[config.mk]
export PLATFORM = sky130hd
export DESIGN_NAME = counter_rr_sched_flat
export DESIGN_NICKNAME = d
export VERILOG_FILES = /design/src/rtl/counter_rr_pkg.sv /design/src/rtl/counter_rr_sched_if.sv /design/src/rtl/counter_rr_sched_arbiter.sv /design/src/rtl/counter_rr_sched.sv /design/src/flat_wrapper.sv
export SDC_FILE = /design/constraint.sdc
export NUM_CORES = 1
export LEC_CHECK = 0
export ABC_AREA = 0
export BUFFER_PORTS_ARGS = -buffer_cell sky130_fd_sc_hd__buf_2
export CAP_MARGIN = 20
export CORE_AREA = 2 2 86 88
export DETAILED_ROUTE_END_ITERATION = 6
export DIE_AREA = 0 0 88 90
export HOLD_SLACK_MARGIN = 0.02
export PLACE_DENSITY_LB_ADDON = 0.2
export SKIP_LAST_GASP = 1
export SLEW_MARGIN = 20
export SYNTH_ARGS = -nofsm -noshare
export SYNTH_HDL_FRONTEND = slang
export SYNTH_SLANG_ARGS = --single-unit
[constraint.sdc]
create_clock -name clk -period 2.9 [get_ports clk]
set_input_delay 0.29 -clock clk [delete_from_list [all_inputs] [get_ports clk]]
set_output_delay 0.29 -clock clk [all_outputs]
set_load 0.02 [all_outputs]
[src/rtl/counter_rr_pkg.sv]
// Shared constants and arbitration helpers for the round-robin counter scheduler.
package counter_rr_pkg;
  localparam int unsigned N_CNT_DEF  = 4;
  localparam int unsigned CNT_W_DEF  = 8;
  localparam int unsigned PEND_W_DEF = 2;

  localparam int unsigned N_MAX = 8;
  localparam int unsigned IDX_W = 3;

  typedef logic [IDX_W-1:0] idx_t;
  typedef logic [N_MAX-1:0] vec_t;

  typedef struct packed {
    logic valid;
    idx_t idx;
  } pick_t;

  typedef enum logic {
    BURST_OFF,
    BURST_SECOND
  } burst_e;

  // First eligible index after ptr, wrapping modulo n (n <= N_MAX).
  function automatic pick_t rr_pick(input vec_t eligible, input idx_t ptr, input int unsigned n);
    pick_t       p;
    int unsigned cand;
    p = '0;
    for (int unsigned k = 1; k <= N_MAX; k++) begin
      if (k <= n) begin
        cand = (32'(ptr) + k) % n;
        if (!p.valid && eligible[idx_t'(cand)]) begin
          p.valid = 1'b1;
          p.idx   = idx_t'(cand);
        end
      end
    end
    return p;
  endfunction

  function automatic vec_t onehot(input idx_t idx);
    vec_t v;
    v      = '0;
    v[idx] = 1'b1;
    return v;
  endfunction
endpackage

[src/rtl/counter_rr_sched_if.sv]
// Request/grant/status bundle between a tick source and counter_rr_sched.
interface counter_rr_sched_if #(
  parameter int unsigned N_CNT = counter_rr_pkg::N_CNT_DEF
);
  logic [N_CNT-1:0] req;
  logic [N_CNT-1:0] grant;
  logic [N_CNT-1:0] drop;
  logic [N_CNT-1:0] led;
  logic             busy;

  modport master (output req, input grant, busy, drop, led);
  modport slave  (input req, output grant, busy, drop, led);
endinterface

[src/rtl/counter_rr_sched_arbiter.sv]
// rr_arbiter: purely combinational round-robin pick over an eligible vector.
module rr_arbiter
  import counter_rr_pkg::*;
#(
  parameter int unsigned N_CNT = N_CNT_DEF
) (
  input  logic [N_CNT-1:0] eligible,
  input  idx_t             ptr,
  output idx_t             win,
  output logic             valid
);
  vec_t  elig_ext;
  pick_t pick;

  always_comb begin
    elig_ext              = '0;
    elig_ext[N_CNT-1:0]   = eligible;
    pick                  = rr_pick(elig_ext, ptr, N_CNT);
    win                   = pick.idx;
    valid                 = pick.valid;
  end
endmodule

[src/rtl/counter_rr_sched.sv]
// Round-robin scheduler sharing one incrementer among N_CNT counters.
// Optional COUNTER_RR_SCHED_WEIGHT_EN adds weight_sel for double-grant bursts.
module counter_rr_sched
  import counter_rr_pkg::*;
#(
  parameter int unsigned N_CNT  = N_CNT_DEF,
  parameter int unsigned CNT_W  = CNT_W_DEF,
  parameter int unsigned PEND_W = PEND_W_DEF
) (
  input  logic             clk,
  input  logic             rst,
`ifdef COUNTER_RR_SCHED_WEIGHT_EN
  input  logic [N_CNT-1:0] weight_sel,
`endif
  counter_rr_sched_if.slave bus
);
  localparam logic [PEND_W-1:0] PMAX = '1;

  logic [CNT_W-1:0]  cnt      [N_CNT];
  logic [PEND_W-1:0] pend     [N_CNT];
  logic [PEND_W-1:0] pend_nxt [N_CNT];
  logic [N_CNT-1:0]  eligible, gnt_nxt, drop_set, grant_q, drop_q;
  logic              busy_q, busy_nxt;
  logic              arb_valid, win_valid;
  idx_t              ptr, ptr_nxt, arb_win, win;
`ifdef COUNTER_RR_SCHED_WEIGHT_EN
  burst_e            burst, burst_nxt;
`endif

  always_comb begin
    for (int unsigned i = 0; i < N_CNT; i++) eligible[i] = (pend[i] != '0);
  end

  rr_arbiter #(.N_CNT(N_CNT)) u_arb (
    .eligible (eligible),
    .ptr      (ptr),
    .win      (arb_win),
    .valid    (arb_valid)
  );

  always_comb begin
    win       = arb_win;
    win_valid = arb_valid;
`ifdef COUNTER_RR_SCHED_WEIGHT_EN
    // ptr already points at the burst channel, so the second grant re-picks it.
    burst_nxt = BURST_OFF;
    if (burst == BURST_SECOND) begin
      win       = ptr;
      win_valid = 1'b1;
    end
`endif
    gnt_nxt = win_valid ? N_CNT'(onehot(win)) : '0;
    ptr_nxt = win_valid ? win : ptr;
`ifdef COUNTER_RR_SCHED_WEIGHT_EN
    if (burst == BURST_OFF) begin
      for (int unsigned i = 0; i < N_CNT; i++) begin
        if (gnt_nxt[i] && weight_sel[i] && (pend[i] > PEND_W'(1))) burst_nxt = BURST_SECOND;
      end
    end
`endif
    drop_set = '0;
    busy_nxt = 1'b0;
    for (int unsigned i = 0; i < N_CNT; i++) begin
      pend_nxt[i] = pend[i];
      if (bus.req[i] && !gnt_nxt[i]) begin
        if (pend[i] == PMAX) drop_set[i] = 1'b1;
        else                 pend_nxt[i] = pend[i] + 1'b1;
      end else if (!bus.req[i] && gnt_nxt[i]) begin
        pend_nxt[i] = pend[i] - 1'b1;
      end
      if (pend_nxt[i] != '0) busy_nxt = 1'b1;
    end
  end

  always_ff @(posedge clk) begin
    if (rst) begin
      for (int unsigned i = 0; i < N_CNT; i++) begin
        cnt[i]  <= '0;
        pend[i] <= '0;
      end
      drop_q  <= '0;
      grant_q <= '0;
      busy_q  <= 1'b0;
      ptr     <= idx_t'(N_CNT - 1);
`ifdef COUNTER_RR_SCHED_WEIGHT_EN
      burst   <= BURST_OFF;
`endif
    end else begin
      for (int unsigned i = 0; i < N_CNT; i++) begin
        pend[i] <= pend_nxt[i];
        if (gnt_nxt[i]) cnt[i] <= cnt[i] + 1'b1;
      end
      drop_q  <= drop_q | drop_set;
      grant_q <= gnt_nxt;
      busy_q  <= busy_nxt;
      ptr     <= ptr_nxt;
`ifdef COUNTER_RR_SCHED_WEIGHT_EN
      burst   <= burst_nxt;
`endif
    end
  end

  always_comb begin
    for (int unsigned i = 0; i < N_CNT; i++) bus.led[i] = cnt[i][CNT_W-1];
  end

  assign bus.grant = grant_q;
  assign bus.drop  = drop_q;
  assign bus.busy  = busy_q;
endmodule

[src/flat_wrapper.sv]
// flat-port wrapper written by rule: the top's interface ports become plain ports
module counter_rr_sched_flat import counter_rr_pkg::*;
#(
  parameter int unsigned N_CNT  = N_CNT_DEF,
  parameter int unsigned CNT_W  = CNT_W_DEF,
  parameter int unsigned PEND_W = PEND_W_DEF
)
  (clk, rst, bus_req, bus_grant, bus_busy, bus_drop, bus_led);
  counter_rr_sched_if #(.N_CNT(N_CNT)) bus_i ();
  input  logic clk;
  input  logic rst;
  input wire logic [$bits(bus_i.req)-1:0] bus_req;
  output wire logic [$bits(bus_i.grant)-1:0] bus_grant;
  output wire logic [$bits(bus_i.busy)-1:0] bus_busy;
  output wire logic [$bits(bus_i.drop)-1:0] bus_drop;
  output wire logic [$bits(bus_i.led)-1:0] bus_led;
  assign bus_i.req = bus_req;
  assign bus_grant = bus_i.grant;
  assign bus_busy = bus_i.busy;
  assign bus_drop = bus_i.drop;
  assign bus_led = bus_i.led;
  counter_rr_sched #(.N_CNT(N_CNT), .CNT_W(CNT_W), .PEND_W(PEND_W)) u_core (.clk(clk), .rst(rst), .bus(bus_i));
endmodule
==> results.md, run 1 <==
- When the netlist entered floorplanning its net count stood at 330.
- The cell leakage power is 1.34 nW.
- After routing, the total negative slack on setup checks comes to 0 ns.
- The core footprint is 7020 µm².
- At the later pin of the worst-skew pair, clock insertion delay measures 0.30 ns.
- The worst hold-check slack is 0.322 ns.
- The congestion estimate from routability-driven global placement came to 0.762.
- By area, the combinational part of the netlist is dominated by simple AND/OR/NAND/NOR gates.
- The die is 88 µm wide.
- The synthesis-to-layout area growth is 8.22%.
- Derived from the worst setup path, the maximum achievable clock frequency is 364 MHz.
- The worst supply voltage drop on vdd is 0.000403 V.
- The buffer type at the clock tree root is sky130_fd_sc_hd__clkbuf_8.
- Entering global routing, the biggest net connects 24 pins.
- The die boundary height is 90 µm.
- STA classifies the critical path startpoint as a register.
- Counting every instance in the synthesized netlist gives 304.
- The first-pass detailed-route iteration total is 4.
- The share of the clock period used by the worst path after layout is 94.7%.
- The detailed-route vias per instance is 5.16.
- The detailed placer's ending HPWL is 3.98 mm.
- The element type at the critical path end is a register.
- The number of gates resized after cts is 0.
- The final core utilization is 47.4%.
- The average routed wire per standard cell is 13.0 µm.
- Registers take 1340 µm².
- The final non-filler cell total is 416.
- The clock tree from TritonCTS is yes.
- The count of clock tree sinks is 51.
- The master of the slowest instance on the critical path is sky130_fd_sc_hd__mux4_2.
- At the worst endpoint, the required time is 2.97 ns.
- Summed over its instances, the top area cell type makes up 31.3% of the synthesized netlist area.
- The number of flops mapped to enable cells by yosys is 32.
- Summing the areas of all xor and xnor instances in the mapped netlist gives 7.41% of the synthesized area.
- Counting the fill cells in the layout gives 647.
- The cell area after synthesis is 3070 µm².
- The longest clock path from root to sink contains 2 buffers.
- Setup repair after global routing could not meet its margin everywhere.
- After detailed placement, the design holds a cell count of 408.
- The net total in the final layout is 342.
- The number of global-route vias before repair is 1973.
- The global routing usage summed across all routing layers is 14.4%.
- The fraction of the mapped netlist area in adder cells is 8.14%.
- The placement row count is 31.
- The netlist uses 56 different library cells.
- The multi-input combinational cells in the finished layout cover a total of 1580 µm².
- After Yosys synthesis, and, or, nand and nor cells account for 22.2% of the synthesized area.
- By startpoint and endpoint, the worst setup path is classified as reg2reg.
- STA puts the critical path data arrival time at 2.81 ns.
- The end of the worst register-to-register path is u_core.cnt[2][1]$_SDFFCE_PN0P_.
- The clock transition at the registers of the reported paths is 0.10 ns.
- For this run, the leading register cell type out of synthesis is sky130_fd_sc_hd__edfxtp_1.
- The worst hold path was traced through 3 stages.
- The number of hold violations in the final report is 0.
- The path type of the worst min-delay path is in2reg.
- The starting density of the core is 43.8%.
- Cells with a size suffix above 1 make up 16.1% of the layout.
- The number of nets with antenna violations after detailed routing is 0.
- The slew at the pin closest to its max-slew limit is 0.422 ns.
- Hold repair after CTS inserted 0 buffers.
- The wire length of the first global-routing pass is 9.23 mm.
- The tool flagged a number of max-cap violations equal to 0.
- The register-to-register setup slack is 0.15 ns.
- The number of flip-flops and latches in the synthesized netlist is 51.
- Yosys attributes the largest share of cell area to sky130_fd_sc_hd__edfxtp_1 (31%), sky130_fd_sc_hd__dfxtp_1 (12%), sky130_fd_sc_hd__ha_1 (8.1%), sky130_fd_sc_hd__nor2_1 (5.3%), sky130_fd_sc_hd__xor2_1 (4.6%).
- The post-synthesis average cell area is 10.1 µm².
- The library cell used most frequently in the layout, excluding fill and tap cells, is sky130_fd_sc_hd__nor2_1.
- The max-slew violation count is 0.
- The highest fanout seen on the critical path is 8.
- The post-route minimum period is 2.75 ns.
- Port buffering added 18 buffers.
- The number of warnings issued by yosys is 0.
- The floorplan step defined a die boundary enclosing 7920 µm².
- In this design, the stage delay of the slowest critical-path cell is 0.54 ns.
- The multiplexer fraction of the synthesized cell area is 3.87%.
- The clock buffer count from CTS is 5.
- Leaving out fill and tap cells, the most frequent cells in the layout are sky130_fd_sc_hd__nor2_1 (43), sky130_fd_sc_hd__edfxtp_1 (32), sky130_fd_sc_hd__nand3_1 (19), sky130_fd_sc_hd__ha_1 (19), sky130_fd_sc_hd__dfxtp_1 (19).
- The flow ran to the end, and the final reports show no timing, DRC or antenna violations.
- The total overflow reported by the global router is 0.
- Measured in cells, the most critical reg-to-reg path has a length of 8.
- The reg-to-reg startpoint is u_core.pend[0][6]$_SDFF_PP0_.
- The number of antenna diodes in the final layout is 0.
- The DRC violation count after routing is 0.
- The terminating pin of the worst hold path is u_core.bus.drop[0]$_SDFF_PP0_.
- sky130_fd_sc_hd__edfxtp_1 takes more of the synthesized area than any other cell.
- For this run, the register share of the synthesized area comes to 43.6%.
- The worst min-delay path startpoint is bus_req[0].
- The post-CTS setup-driven buffer insertion count is 0.
- The total power density per cell area is 1190 nW/µm².
- For this design the top-level I/O count stands at 19.
- The first routing iteration left 39 violations.
- The normalized max-slew margin is 71.9%.
- Wires add up to 5.42 mm.
- The maximum clock skew at final layout is 0.0103 ns.
- Traced cell by cell, the critical path runs through inv_1, ha_1, mux4_2, and3_1, o21ai_1, or3_1, inv_2, and2_1.
- The clock tree synthesis step divided the H-tree into 2 levels.
- For this block, the via count after detailed routing is 2147.
- The setup-violating endpoint count in the final report is 0.
- Of all flip-flops after synthesis, the portion carrying an async set or reset was 0%.
- The initial antenna violation count is 0.
- The synthesized netlist devotes 9.69% of its cell area to compound gates.
-- worst max path at each step --
stage	startpoint	to	slack, ns	cells past startpoint
2_1_floorplan	u_core.pend[0][6]$_SDFF_PP0_	u_core.cnt[0][1]$_SDFFCE_PN0P_	0.51	9
3_3_place_gp	u_core.pend[0][6]$_SDFF_PP0_	u_core.bus.busy$_SDFF_PP0_	0.15	9
3_5_place_dp	u_core.pend[0][6]$_SDFF_PP0_	u_core.bus.busy$_SDFF_PP0_	0.11	9
4_1_cts	u_core.pend[0][6]$_SDFF_PP0_	u_core.bus.busy$_SDFF_PP0_	0.08	9
5_1_grt	u_core.pend[0][6]$_SDFF_PP0_	u_core.cnt[0][1]$_SDFFCE_PN0P_	-0.003	8
6_report	u_core.pend[0][6]$_SDFF_PP0_	u_core.cnt[2][1]$_SDFFCE_PN0P_	0.15	8
-- power by group --
part,total [mW],switching (mW),internal [mW]
clock,0.496,0.238,0.257
combinational,2.07,1.22,0.848
sequential,1.40,0.244,1.16
total,3.96,1.70,2.26
-- layout make-up --
| cell class | count | share of cell area, % |
|---|---|---|
| sequential | 51 | 40.3 |
| tap | 99 | 3.72 |
| clock buffer | 5 | 2.07 |
| multi-input combinational | 223 | 47.5 |
| inverter | 13 | 1.47 |
| timing repair buffer | 22 | 3.61 |
| clock inverter | 3 | 1.32 |
-- metrics by stage --
stage                     power (mW)  area [µm²]  setup WS [ns]
final                           3.96        3330          0.154
after global routing            4.30        3330       -0.00318
after CTS                       4.00        3320         0.0793
after detailed placement        3.50        3210          0.110
after global placement          3.48        3210          0.151
after floorplan                 3.07        3070          0.509
-- cell families (layout without fill, tap and decap cells) --
logic type / after synthesis / count (layout)
AO/OA/AOI/OAI: 40 / 40
XOR/XNOR: 26 / 26
adder cells (fa/ha/maj): 20 / 20
buffers and inverters: 30 / 43
flip-flops: 51 / 51
multiplexers: 8 / 8
AND/OR/NAND/NOR: 129 / 129
-- worst max-delay path: cells and delay by family (launching register included) --
| family | cells | cell delay [ns] |
|---|---|---|
| simple gates | 3 | 0.72 |
| compound gates | 1 | 0.34 |
| mux | 1 | 0.54 |
| flops | 1 | 0.46 |
| buf+inv | 2 | 0.18 |
| fa+ha+maj | 1 | 0.26 |
-- sequential cells by signal (all words and copies together) (netlist names) --
register / cells
u_core.ptr: 2
u_core.cnt: 32
u_core.bus.busy: 1
u_core.bus.grant: 4
u_core.bus.drop: 4
u_core.pend: 8
-- metal layers --
metal	track usage [%]	wire length [µm]	vias to the layer above
li1	-	-	1088
met1	21.1	2710	1020
met2	21.6	2450	35
met3	2.75	186	4
met4	4.23	64	0
met5	0	0	-
-- cells in the mapped netlist (3+ instances only) --
library cell / n
sky130_fd_sc_hd__or3_1: 4
sky130_fd_sc_hd__nand2_1: 16
sky130_fd_sc_hd__xor2_1: 16
sky130_fd_sc_hd__inv_2: 4
sky130_fd_sc_hd__mux4_2: 3
sky130_fd_sc_hd__a21oi_1: 8
sky130_fd_sc_hd__nor2_1: 43
sky130_fd_sc_hd__inv_1: 9
sky130_fd_sc_hd__buf_4: 5
sky130_fd_sc_hd__a31oi_1: 4
sky130_fd_sc_hd__o211ai_1: 7
sky130_fd_sc_hd__mux2i_1: 4
sky130_fd_sc_hd__and3_1: 8
sky130_fd_sc_hd__o22ai_1: 4
sky130_fd_sc_hd__nand2b_1: 9
sky130_fd_sc_hd__dfxtp_1: 19
sky130_fd_sc_hd__nor2b_1: 4
sky130_fd_sc_hd__ha_1: 20
sky130_fd_sc_hd__clkbuf_1: 3
sky130_fd_sc_hd__edfxtp_1: 32
sky130_fd_sc_hd__xnor2_1: 10
sky130_fd_sc_hd__nand3_1: 19
sky130_fd_sc_hd__and2_1: 9
sky130_fd_sc_hd__buf_2: 7
No activity file was read; power rests on OpenSTA's default activity.
==> inputs of run 2 (changes only) <==
--- a/config.mk
+++ b/config.mk
@@ -5,12 +5,12 @@
 export SDC_FILE = /design/constraint.sdc
 export NUM_CORES = 1
 export LEC_CHECK = 0
-export ABC_AREA = 0
+export ABC_AREA = 1
 export BUFFER_PORTS_ARGS = -buffer_cell sky130_fd_sc_hd__buf_2
 export CAP_MARGIN = 20
-export CORE_AREA = 2 2 86 88
+export CORE_AREA = 2 2 88 90
 export DETAILED_ROUTE_END_ITERATION = 6
-export DIE_AREA = 0 0 88 90
+export DIE_AREA = 0 0 90 92
 export HOLD_SLACK_MARGIN = 0.02
 export PLACE_DENSITY_LB_ADDON = 0.2
 export SKIP_LAST_GASP = 1
==> run 2 against run 1 <==
  * Clock skew fell by 0.0024 ns
  * Utilization fell by 0.97 points
  * Register-to-register slack improved by 0.23 ns
  * Via count rose by 6.0%
  * Clock-buffer cell count rose by 2
  * Power rose by 9.6%
  * First-iteration DRC count rose to 3.2 times the previous value
  * Hold slack got worse by 0.020 ns
  * Die area rose by 4.5%
  * Critical path type unchanged
  * Largest power group unchanged
==> results.md, run 2 <==
- The flow ran to the end, and the final reports show no timing, DRC or antenna violations.
- The buffer levels on the longest clock path is 2.
- After the last flow step, the layout net total stands at 411.
- The global routing usage summed across all routing layers is 13.7%.
- At the worst endpoint, the arrival time is 2.69 ns.
- The number of antenna diodes is 0.
- The net count after synthesis is 394.
- The count of hold buffers inserted by post-cts repair is 0.
- Hold timing on the final database bottoms out at a slack of 0.301 ns.
- The post-route netlist has 21.8% of its cells at a drive strength greater than 1.
- The critical path starts at u_core.ptr[0]$_SDFFE_PP1N_.
- The smallest clock period supported by the final layout is computed as 2.51 ns.
- The worst supply voltage drop on vdd is 0.000471 V.
- The final core utilization is 46.4%.
- Summed over its instances, the top area cell type makes up 30.1% of the synthesized netlist area.
- TritonCTS created 5 clock buffers.
- By startpoint and endpoint, the worst setup path is classified as reg2reg.
- The placement row count is 32.
- The post-layout worst setup margin is 0.386 ns.
- Dividing the detail-routed wire length by the instance count gives 11.1 µm.
- Setup repair after global routing left no endpoint under its margin.
- Entering global routing, the biggest net connects 19 pins.
- Ranked by flip-flop count, first place goes to u_core.cnt.
- After synthesis, the cell types taking the most area are sky130_fd_sc_hd__edfxtp_1 (30%), sky130_fd_sc_hd__dfxtp_1 (12%), sky130_fd_sc_hd__ha_1 (7.8%), sky130_fd_sc_hd__nand2_1 (7.3%), sky130_fd_sc_hd__nor2_1 (6.9%).
- The die is 90 µm wide.
- The element type at the critical path end is a register.
- After the first detailed-routing iteration, the DRC count stood at 124.
- The max-slew violation count is 0.
- The detailed router placed 2276 vias in this run.
- In this run the remaining antenna-violating nets after routing total 0.
- The tightest min-delay check is of the in2reg type.
- The die is 92 µm tall.
- The number of global-route vias before repair was 2169.
- The post-placement worst setup slack is 0.385 ns.
- The initial utilization of the core area, before any placement, comes to 42.9%.
- The worst setup path is launched from a register.
- The number of distinct standard cells referenced by the synthesized netlist is 35.
- In the layout the commonest cells are sky130_fd_sc_hd__nand2_1 (62), sky130_fd_sc_hd__nor2_1 (59), sky130_fd_sc_hd__inv_1 (42).
- The first global-routing pass estimated 9.46 mm of wire.
- The worst min-delay path startpoint is bus_req[2].
- The Yosys step of the flow raised 0 warnings.
- The clock transition at the registers of the reported paths is 0.08 ns.
- By count the netlist is led by sky130_fd_sc_hd__nand2_1 (62), sky130_fd_sc_hd__nor2_1 (59), sky130_fd_sc_hd__inv_1 (42).
- The count of buffers added on input and output ports is 18.
- The die covers 8280 µm².
- The number of max-cap violations is 0.
- The synthesized design contains 51 register bits.
- The cell area after synthesis is 3190 µm².
- The count of clock tree sinks is 51.
- The cell type with the largest total area after synthesis is sky130_fd_sc_hd__edfxtp_1.
- The cell leakage power is 1.55 nW.
- The number of flops mapped to enable cells by yosys is 32.
- The tree is rooted in a sky130_fd_sc_hd__clkbuf_8.
- During I/O placement, the number of pins put on the boundary was 19.
- The later-pin clock latency in the skew report is 0.30 ns.
- After layout, the design draws a total of 4.34 mW.
- For this run, asynchronously set or reset flops after synthesis account for 0%.
- The number of gates resized after CTS was 0.
- Of all nets on the critical path, the largest fanout is 12.
- The sequential share of the synthesized area is 42.0%.
- Routability-driven placement finished with a final weighted congestion of 0.844.
- The register with the most flip-flops in the layout has 32 of them.
- The number of hold violations in the final report came to 0.
- The largest registers in the layout are u_core.cnt (32), u_core.pend (8).
- The normalized max-slew margin is 69.5%.
- The number of H-tree branching levels is 2.
- The detailed placer's ending HPWL is 4.21 mm.
- Among all flip-flop cells after synthesis, the most frequent one is sky130_fd_sc_hd__edfxtp_1.
- The total wirelength of the detailed-routed design is 5.40 mm.
- The core footprint is 7450 µm².
- For the final database, setup skew stands at 0.00790 ns.
- The maximum frequency from static timing analysis is 398 MHz.
- In the post-synthesis netlist, the cell with the most instances is sky130_fd_sc_hd__nand2_1.
- After detailed routing, the number of remaining DRC violations is 0.
- The total power density per cell area is 1260 nW/µm².
- The data required time of the worst path is 3.08 ns.
- The initial antenna violation count was 0.
- TritonCTS built the clock tree.
- The number of setup buffers added after CTS is 0.
- The setup TNS is 0 ns.
- The post-synthesis average cell area is 8.67 µm².
- The first TritonRoute pass finished after 4 iterations.
- Global routing finished with a remaining overflow of 0.
- After layout, the worst path uses 86.7% of the clock period.
- The commonest non-fill, non-tap cell in the layout is sky130_fd_sc_hd__nand2_1.
- The setup-violating endpoint count in the final report is 0.
- The worst register-to-register path begins at u_core.ptr[0]$_SDFFE_PP1N_.
- The synthesized instance count is 368.
- In the routed layout, each cell is associated on average with a via count of 4.66.
- For the pin with the worst max-slew slack, the measured transition is 0.456 ns.
- The synthesis-to-layout area growth is 8.27%.
run 2: stage by stage:
stage                     std cells  cell area (µm²)
after floorplan                 368             3190
after global placement          480             3350
after detailed placement        480             3350
after CTS                       488             3460
after global routing            488             3460
final                           488             3460
run 2: critical path, cell delays in order, from the launching register on:
cell and delay (ns):
sky130_fd_sc_hd__dfxtp_1 0.61, sky130_fd_sc_hd__inv_2 0.21, sky130_fd_sc_hd__nand2_2 0.14, sky130_fd_sc_hd__nand3_1 0.11, sky130_fd_sc_hd__nand2_1 0.17, sky130_fd_sc_hd__nand4_4 0.15
sky130_fd_sc_hd__nand2_1 0.13, sky130_fd_sc_hd__nand2_4 0.10, sky130_fd_sc_hd__nand2_4 0.08, sky130_fd_sc_hd__nor2_4 0.04, sky130_fd_sc_hd__nor2_2 0.16, sky130_fd_sc_hd__clkinv_1 0.08
sky130_fd_sc_hd__nand3_1 0.09, sky130_fd_sc_hd__nand3_1 0.10, sky130_fd_sc_hd__nor2_1 0.15, sky130_fd_sc_hd__a21oi_1 0.08
run 2: routing by layer:
metal	GRT usage, %	up-vias	wire length [µm]	share of wire (%)
met5	0	-	0	0
met4	3.85	0	45	0.83
met3	2.88	4	204	3.8
met2	23.2	30	2510	46
met1	17.9	1037	2640	49
li1	-	1205	-	-
run 2: final timing paths:
path | end | slack [ns] | cells past startpoint
worst min-delay path | u_core.bus.drop[2]$_SDFF_PP0_ | 0.30 | 3
worst max register to register | u_core.bus.busy$_SDFF_PP0_ | 0.39 | 15
worst min register to register | u_core.bus.drop[2]$_SDFF_PP0_ | 0.46 | 2
worst max-delay path | u_core.bus.busy$_SDFF_PP0_ | 0.39 | 15
run 2: cell families after synthesis:
logic type                 Yosys count  share of synthesized area (%)
AOI/OAI and AO/OA                   16                           3.37
xor gates and xnor gates            12                           3.29
adders and majority gates           20                           7.84
buffers and inverters               59                           7.96
DFF                                 51                           42.0
and+or+nand+nor                    210                           35.5
run 2: final cells by class:
class                      count  area (µm²)
fill                         755        3990
multi-input combinational    258        1600
sequential                    51        1340
inverter                      51         194
tap                          102         128
timing repair buffer          18        90.1
clock buffer                   7        76.3
clock inverter                 1        30.0
run 2: power by group:
group | leakage, nW | internal (mW) | switching, mW
sequential | 0.497 | 1.17 | 0.223
clock | 0.0524 | 0.258 | 0.226
combinational | 0.998 | 0.796 | 1.67
